[config.mk]
export PLATFORM = sky130hd
export DESIGN_NAME = pep_mod_switch
export DESIGN_NICKNAME = d
export VERILOG_FILES = /design/src/rtl/param_tfhe_pkg.sv /design/src/rtl/pep_ms_pkg.sv /design/src/rtl/pep_ms_ofifo.sv /design/src/rtl/pep_mod_switch.sv
export SDC_FILE = /design/constraint.sdc
export NUM_CORES = 1
export LEC_CHECK = 0
export BUFFER_PORTS_ARGS = -buffer_cell sky130_fd_sc_hd__buf_2
export CAP_MARGIN = 25
export CORE_MARGIN = 3
export CORE_UTILIZATION = 45
export CTS_BUF_LIST = sky130_fd_sc_hd__clkbuf_2
export DETAILED_ROUTE_END_ITERATION = 6
export GPL_ROUTABILITY_DRIVEN = 0
export HOLD_SLACK_MARGIN = 0.12
export PLACE_DENSITY = 0.66
export SLEW_MARGIN = 5
export SYNTH_ARGS = -nofsm -noshare
export SYNTH_HDL_FRONTEND = slang
export SYNTH_SLANG_ARGS = --single-unit
[constraint.sdc]
create_clock -name clk -period 5.33 [get_ports clk]
set_clock_uncertainty 0.1 [all_clocks]
set_input_delay 0.2665 -clock clk [delete_from_list [all_inputs] [get_ports clk]]
set_output_delay 0.2665 -clock clk [all_outputs]
set_load 0.01 [all_outputs]
[src/rtl/param_tfhe_pkg.sv]
// TFHE parameter set shared by the PBS pipe.
// Constants only: no logic, no latency.
// Not applicable: this package has no handshake.
package param_tfhe_pkg;

    localparam int N          = 2048;
    localparam int LWE_K      = 24;
    localparam int MOD_Q_W    = 64;
    localparam logic [MOD_Q_W:0] MOD_Q = {1'b1, {MOD_Q_W{1'b0}}};

    // Switched coefficients live in [0, 2N).
    localparam int LWE_COEF_W = $clog2(2 * N);
    localparam int LWE_K_P1_W = $clog2(LWE_K + 1);

    // Number of low bits dropped by the modulus switch.
    localparam int MS_SHIFT     = MOD_Q_W - LWE_COEF_W;
    // The body is the coefficient that follows the LWE_K mask coefficients.
    localparam int LWE_BODY_IDX = LWE_K;

endpackage

[src/rtl/pep_ms_pkg.sv]
// Types shared between the modulus-switch stage and its output buffer.
// Constants and types only: no latency.
// Not applicable: this package has no handshake.
package pep_ms_pkg;

    import param_tfhe_pkg::*;

    localparam int MS_PID_W = 5;

    // One switched coefficient with its ciphertext context.
    typedef struct packed {
        logic [LWE_COEF_W-1:0] coef;
        logic [MS_PID_W-1:0]   pid;
        logic [LWE_K_P1_W-1:0] idx;
        logic                  body;
    } ms_data_t;

endpackage

[src/rtl/pep_ms_ofifo.sv]
// Register-based show-ahead FIFO of ms_data_t with an occupancy count.
// Latency: a write is visible on rd_dat/rd_vld the cycle after it is taken.
// Backpressure: the writer must not push when full; rd_rdy low holds rd_dat stable.
// Ports: clk, a_rst_n; wr_vld/wr_dat push side; rd_vld/rd_rdy/rd_dat pop side;
//        cnt is the current number of stored entries.
module pep_ms_ofifo
    import pep_ms_pkg::*;
#(
    parameter int DEPTH = 4,
    parameter int CNT_W = $clog2(DEPTH + 1)
) (
    input  logic             clk,
    input  logic             a_rst_n,
    input  logic             wr_vld,
    input  ms_data_t         wr_dat,
    output logic             rd_vld,
    input  logic             rd_rdy,
    output ms_data_t         rd_dat,
    output logic [CNT_W-1:0] cnt
);

    localparam int PTR_W = $clog2(DEPTH);

    ms_data_t         mem [DEPTH];
    logic [PTR_W-1:0] wr_ptr;
    logic [PTR_W-1:0] rd_ptr;
    logic             push;
    logic             pop;

    assign push   = wr_vld;
    assign pop    = rd_vld && rd_rdy;
    assign rd_vld = (cnt != '0);
    assign rd_dat = mem[rd_ptr];

    // DEPTH is a power of two, so pointers wrap by plain overflow.
    always_ff @(posedge clk or negedge a_rst_n) begin
        if (!a_rst_n) begin
            wr_ptr <= '0;
            rd_ptr <= '0;
            cnt    <= '0;
        end else begin
            if (push) wr_ptr <= wr_ptr + PTR_W'(1);
            if (pop)  rd_ptr <= rd_ptr + PTR_W'(1);
            unique case ({push, pop})
                2'b10:   cnt <= cnt + CNT_W'(1);
                2'b01:   cnt <= cnt - CNT_W'(1);
                default: ;
            endcase
        end
    end

    // Storage needs no reset: cnt alone decides what is valid.
    always_ff @(posedge clk) begin
        if (push) mem[wr_ptr] <= wr_dat;
    end

endmodule

[src/rtl/pep_mod_switch.sv]
// Modulus switch: rounds LWE coefficients from MOD_Q_W to LWE_COEF_W bits, tags index/body/pid.
// Latency: accept at cycle t gives out_vld at t+2 into an empty buffer; 1 coefficient/cycle.
// Backpressure: in_rdy drops once buffer plus stage S1 hold OUT_DEPTH entries; out_* hold while stalled.
// Ports: clk, a_rst_n; in_coef/in_pid/in_vld/in_rdy input stream;
//        out_coef/out_pid/out_idx/out_body/out_vld/out_rdy output stream;
//        err_pid pulses one cycle after a mid-ciphertext pid change.
module pep_mod_switch
    import param_tfhe_pkg::*;
    import pep_ms_pkg::*;
#(
    parameter int PID_W     = MS_PID_W,
    parameter int OUT_DEPTH = 4,
    parameter int BODY_NEG  = 1
) (
    input  logic                  clk,
    input  logic                  a_rst_n,
    input  logic [MOD_Q_W-1:0]    in_coef,
    input  logic [PID_W-1:0]      in_pid,
    input  logic                  in_vld,
    output logic                  in_rdy,
    output logic [LWE_COEF_W-1:0] out_coef,
    output logic [PID_W-1:0]      out_pid,
    output logic [LWE_K_P1_W-1:0] out_idx,
    output logic                  out_body,
    output logic                  out_vld,
    input  logic                  out_rdy,
    output logic                  err_pid
);

    localparam int CNT_W = $clog2(OUT_DEPTH + 1);

    if (MOD_Q != {1'b1, {MOD_Q_W{1'b0}}}) begin : g_bad_mod_q
        $fatal(1, "pep_mod_switch: MOD_Q must equal 2**MOD_Q_W");
    end
    if (MS_SHIFT < 1) begin : g_bad_shift
        $fatal(1, "pep_mod_switch: MOD_Q_W must exceed LWE_COEF_W");
    end
    if (PID_W != MS_PID_W) begin : g_bad_pid_w
        $fatal(1, "pep_mod_switch: PID_W must match ms_data_t pid width");
    end
    if (OUT_DEPTH < 2 || (OUT_DEPTH & (OUT_DEPTH - 1)) != 0) begin : g_bad_depth
        $fatal(1, "pep_mod_switch: OUT_DEPTH must be a power of two >= 2");
    end

    logic [CNT_W-1:0]      fifo_cnt;
    logic                  s1_vld;
    ms_data_t              s1_dat;
    ms_data_t              fifo_dat;
    logic [LWE_K_P1_W-1:0] idx_q;
    logic [PID_W-1:0]      pid_q;
    logic                  accept;
    logic                  is_first;
    logic                  is_body;
    logic [LWE_COEF_W-1:0] rnd;
    logic [LWE_COEF_W-1:0] sw_coef;
    logic [PID_W-1:0]      pid_sel;
    logic                  unused_coef;

    // S1 is counted as occupied so that its unconditional write next cycle
    // always finds a free slot. Gated by reset so nothing is offered while held.
    assign in_rdy = a_rst_n && ((fifo_cnt + CNT_W'(s1_vld)) < CNT_W'(OUT_DEPTH));
    assign accept = in_vld && in_rdy;

    // Round to nearest: top bits plus the first dropped bit; a carry out of
    // the top wraps to 0, which is the same point on the torus.
    assign rnd         = in_coef[MOD_Q_W-1:MS_SHIFT] + LWE_COEF_W'(in_coef[MS_SHIFT-1]);
    assign unused_coef = ^in_coef;

    assign is_first = (idx_q == '0);
    assign is_body  = (idx_q == LWE_K_P1_W'(LWE_BODY_IDX));
    assign sw_coef  = (is_body && BODY_NEG != 0) ? (LWE_COEF_W'(0) - rnd) : rnd;
    // Index 0 carries its own pid; later coefficients reuse the latched one
    // so a stray pid change never leaks downstream.
    assign pid_sel  = is_first ? in_pid : pid_q;

    always_ff @(posedge clk or negedge a_rst_n) begin
        if (!a_rst_n) begin
            s1_vld  <= 1'b0;
            s1_dat  <= '0;
            idx_q   <= '0;
            pid_q   <= '0;
            err_pid <= 1'b0;
        end else begin
            s1_vld  <= accept;
            err_pid <= accept && !is_first && (in_pid != pid_q);
            if (accept) begin
                s1_dat <= '{coef: sw_coef, pid: pid_sel, idx: idx_q, body: is_body};
                idx_q  <= is_body ? '0 : idx_q + LWE_K_P1_W'(1);
                if (is_first) pid_q <= in_pid;
            end
        end
    end

    pep_ms_ofifo #(
        .DEPTH (OUT_DEPTH),
        .CNT_W (CNT_W)
    ) u_ofifo (
        .clk     (clk),
        .a_rst_n (a_rst_n),
        .wr_vld  (s1_vld),
        .wr_dat  (s1_dat),
        .rd_vld  (out_vld),
        .rd_rdy  (out_rdy),
        .rd_dat  (fifo_dat),
        .cnt     (fifo_cnt)
    );

    assign out_coef = fifo_dat.coef;
    assign out_pid  = fifo_dat.pid;
    assign out_idx  = fifo_dat.idx;
    assign out_body = fifo_dat.body;

endmodule

# Word level (Yosys, flattened, before mapping)

Memories as Yosys holds them, arrays and structs flattened.
Cells that the tools add are included.

Register bits: 37
RAM bits: 92
Bits of input ports: 73
Output and inout port bits: 26
Logic and storage cells: 39
Memories kept: 1

$add $sub $neg: 8
Order comparisons: 1
Eq/ne operators: 4
Muxes and demuxes: 5
Reduce and logical (&&, ||, !) cells: 10

Memories:

| memory      | words | width | read ports | clocked after Yosys merged registers in | write ports | RTL line           | RTL |
|---|---|---|---|---|---|---|---|
| u_ofifo.mem | 4     | 23    | 1          | 0                                       | 1           | pep_ms_ofifo.sv:24 | `ms_data_t mem [DEPTH];` |

Operator list:

| operator                                           | count |
|---|---|
| adder 12 x 1 -> 12 bit                             | 1 |
| two-way mux 12 bit                                 | 1 |
| subtractor 1 x 12 -> 12 bit (first input constant) | 1 |
| one-hot mux 3 bit (2 select lines)                 | 1 |
| adder 5 x 1 -> 5 bit (second input constant)       | 1 |
| == test 5 bit (second input constant)              | 1 |
| logical AND 1 bit                                  | 5 |
| logical NOT 5 bit                                  | 1 |
| two-way mux 5 bit                                  | 1 |
| inequality test 5 bit                              | 1 |
| adder 2 x 1 -> 2 bit (second input constant)       | 2 |
| adder 3 x 1 -> 3 bit                               | 1 |
| adder 3 x 1 -> 3 bit (second input constant)       | 1 |
| less-than comparator 3 bit (second input constant) | 1 |
| nonzero test 3 bit                                 | 1 |
| subtractor 3 x 1 -> 3 bit (second input constant)  | 1 |
| == test 2 x 1 -> 1 bit (second input constant)     | 1 |
| == test 2 bit (second input constant)              | 1 |
| two-way mux 1 bit                                  | 2 |
| AND reduction 2 bit                                | 1 |
| nonzero test 2 bit                                 | 1 |
| logical NOT 1 bit                                  | 1 |

# Longest topological paths before layout

Word-level depth: 6
Depth in mapped cells: 10
Gate-level depth less buffers: 8

# By module

A second synthesis with hierarchy kept.

Cell total of the unflattened synthesis: 364
Area total of the unflattened synthesis: 5,621.6 µm²

By module, submodules not included:

| module         | times used | cells an instance | area each (µm²) | sequential area each (µm²) |
|---|---|---|---|---|
| pep_ms_ofifo   | 1          | 157               | 3,764.9         | 2,937.8 |
| pep_mod_switch | 1          | 207               | 1,856.8         | 750.7 |

# Least setup slack after synthesis

No wires, ideal clock.

Path type: input-to-reg
From: input in_coef[51]
To: register s1_dat[22] (netlist bit)
Setup time: 0.126 ns
Arrival: 2.226 ns
Data required time: 5.104 ns
Setup slack: 2.878 ns
Stages on the path: 8
Path buffers: 1
Cells stage by stage: ha_1 ha_1 buf_2 nor4_1 o2bb2ai_1 nor4b_2 mux2_2 a221o_1

Longest elaborated chain between the ends: 3

RTL lines:

| item                        | RTL line             | RTL |
|---|---|---|
| from (decl)                 | pep_mod_switch.sv:17 | `input logic [MOD_Q_W-1:0] in_coef,` |
| adder 12 x 1 -> 12 bit *    | pep_mod_switch.sv:66 | `assign rnd = in_coef[MOD_Q_W-1:MS_SHIFT] + LWE_COEF_W'(in_coef[MS_SHIFT-1]);` |
| subtractor 1 x 12 -> 12 bit | pep_mod_switch.sv:71 | `assign sw_coef = (is_body && BODY_NEG != 0) ? (LWE_COEF_W'(0) - rnd) : rnd;` |
| two-way mux 12 bit *        | pep_mod_switch.sv:71 |  |
| to (signal assigned)        | pep_mod_switch.sv:87 | `s1_dat <= '{coef: sw_coef, pid: pid_sel, idx: idx_q, body: is_body};` |
| to (decl)                   | pep_mod_switch.sv:47 | `ms_data_t s1_dat;` |

Every way passes the cells marked *; elsewhere a longest branch is shown, timed or not.
A chain may end at the register's enable or synchronous reset.

# Worst setup path after layout

From: input in_coef[52]
To: register s1_dat[20] (netlist bit)

Same word-level chain as after synthesis.

==> out/summary.txt <==
outcome: finished clean
Top Ports: 99
Primary FF master, synth: edfxtp_1
Crit-path slowest cell: dlygate4sd3_1
placed insts: 577
data required time of the worst path: 5750 ps
Vias: 3290
Net Count, Synth: 460
post-synth top area share: 48.52%
CP arrival: 3450 ps
largest area contributor in the netlist: edfxtp_1
sequential share of the synthesized area: 64.78%
Post-CTS Hold Fix Bufs: 24
Slew HR: 41.98%
VDD IR-drop max: 0.1366 mV
Clock Latency Late Sink: 640 ps
Starting Density: 46.63%
worst path cell trace: dlygate4sd3_1 > buf_2 > ha_1 > ha_1 > and2_1 > o2111ai_1 > o2bb2ai_1 > o41ai_2 > xnor2_1 > dlygate4sd3_1 > o21ai_1
Setup violations, final: 0
# rows: 40
share of cells above drive strength 1: 26.45%
total track usage: 15.43%
initial antenna violation count: 1
drt drc: 0
synthesized flop and latch total: 129
CTS sink cnt: 129
Mapped Cells: 376
Avg Cell Area, Syn: 15.14 um2
critical path startpoint category: input port
CTS tree: built
first-pass GRT wire length: 16740 um
deepest clock path buffer count: 2
Post-CTS Setup Inserts: 0
worst hold path type: input port to asynchronous set/reset pin
grt ovf: 0
CORE AREA: 0.01221 mm2
detailed router's first-iteration violation count: 182
pwr/cell area: 435.7 mW/mm2
Die Wd: 118.5 um
Layout Cells excl Fill: 634
Critical Path End Type: flop
H-tree levels: 4
Cell variety after synth: 54
mapped cell area: 0.005694 mm2
TritonRoute pass-1 iters: 4
Tightest Pin Transition: 870.4 ps
Die Area: 0.01404 mm2
post-cts gate resize count: 0
drt total wl: 10050 um
Post-Route M1 WL: 4572 um
total negative slack: 0 ps
routed wl met2: 4932 um
Post-synth top cells: 92 x edfxtp_1, 37 x dfrtp_1, 35 x nand2_1, 23 x mux4_2, 20 x xnor2_1
Synth area leaders: edfxtp_1 49%, dfrtp_1 16%, mux4_2 9.1%
top layer in use: met4
LEAKAGE: 2.478 nW
Synth warnings: 0
number of global-route vias before repair: 3248
Area Growth Syn to Fin: 14.22%
die height: 118.5 um
Crit Path Max Fanout: 14
Final Hold Viols: 0
most frequent cell after synthesis: edfxtp_1
critical path class: input port to flop
largest net degree at the start of global routing: 39
HPWL Detailed: 6507 um
Tmin final: 3022 ps
max incr delay on CP: 570 ps
port bufs: 47
Clk Tree Root Cell: clkbuf_2
CTS clk-pin slew, worst paths: 170 ps
Max Slew Vio Count: 0
fin crit share: 56.71%
WL met3: 419 um
nets: 536
f_max: 0.3309 GHz
asr flop ratio synth: 28.68%
drt wl/cell: 15.85 um
Post-synth EDFFs: 92
drt via density: 5.189
CTS Buf Count: 17
filler cell count: 1062
max_cap viols: 0
unrepaired setup endpoints after global routing: false
Final ANT Viol Nets: 0
==> critical path: cells and delay by family <==
kind / cells / cell delay, ps
compound gates: 4 / 780
xor+xnor: 1 / 160
fa+ha+maj: 2 / 820
buf+inv: 3 / 1170
simple gates: 1 / 250
==> cell usage in the layout (no fill, tap or decap), drive strengths merged, types with 4 or more instances in the layout <==
cell type    instances
dlygate4sd3         24
nand4                4
buf                 53
mux2                 8
clkinv               8
clkbuf              22
nand2               36
nor2                15
a21oi                7
a31oi                4
nand3               10
ha                  10
inv                 14
edfxtp              92
xnor2               20
and2                 8
o21ai               22
xor2                11
mux4                23
dfrtp               37
==> per-layer routing <==
metal,global-route usage [%],vias up
met5,0,-
met4,5.358,0
met3,4.163,11
met2,24.76,89
met1,20.47,1622
li1,-,1568
==> flip-flops by register name, summed over array words and instances (netlist names) <==
signal	flops
s1_dat	18
err_pid	1
u_ofifo.cnt	3
idx_q	5
s1_vld	1
pid_q	5
u_ofifo.wr_ptr	2
u_ofifo.mem	92
u_ofifo.rd_ptr	2
==> final cells by class <==
class,count,area [um2],share of cell area (%)
inverter,14,52.55,0.8080
antenna,1,2.502,0.03848
clock inverter,10,71.32,1.097
tap,168,210.2,3.232
clock buffer,22,110.1,1.693
sequential,129,3689,56.71
multi-input combinational,213,1848,28.41
timing repair buffer,77,520.5,8.003
==> worst paths after layout <==
| kind | depth (start not counted) | slack (ps) | start | endpoint |
|---|---|---|---|---|
| min reg2reg | 1 | 420 | u_ofifo.cnt[2] | u_ofifo.cnt[2] |
| max in group asynchronous | 2 | 4410 | a_rst_n | err_pid |
| max reg2reg | 8 | 2570 | idx_q[1] | s1_dat[14] |
| min in group clk | 4 | 210 | in_coef[54] | s1_dat[13] |
| min | 2 | 160 | a_rst_n | s1_dat[20] |
| max | 11 | 2310 | in_coef[52] | s1_dat[20] |
==> where the power goes <==
part / internal (mW) / switching (mW) / leakage (nW) / total, mW
sequential: 1.32 / 0.180 / 1.31 / 1.50
clock: 0.167 / 0.305 / 0.125 / 0.472
combinational: 0.426 / 0.438 / 1.05 / 0.864
==> stage by stage <==
step / hold slack, ps / power [mW] / cell area (um2) / util, % / setup slack (ps)
finish: 162.8 / 2.834 / 6504 / 53.26 / 2308
global route: 151.4 / 3.036 / 6504 / 53.26 / 2072
CTS: 125.7 / 2.877 / 6501 / 53.24 / 2179
detailed placement: 333.7 / 2.383 / 6080 / 49.78 / 2264
global placement: 336.1 / 2.349 / 6080 / 49.78 / 2274
floorplan: -129.1 / 2.085 / 5694 / - / 2878
==> cells by family (layout without fill, tap and decap cells) <==
family | Yosys count | count (layout) | share of synthesized area [%]
compound gates | 45 | 45 | 5.010
fa+ha+maj | 11 | 11 | 2.549
xor+xnor | 31 | 31 | 4.768
buf+inv | 34 | 123 | 2.769
simple gates | 93 | 93 | 9.097
flops | 129 | 129 | 64.78
other cells | 0 | 1 | 0
mux | 33 | 33 | 11.03
No activity file was read; power rests on OpenSTA's default activity.
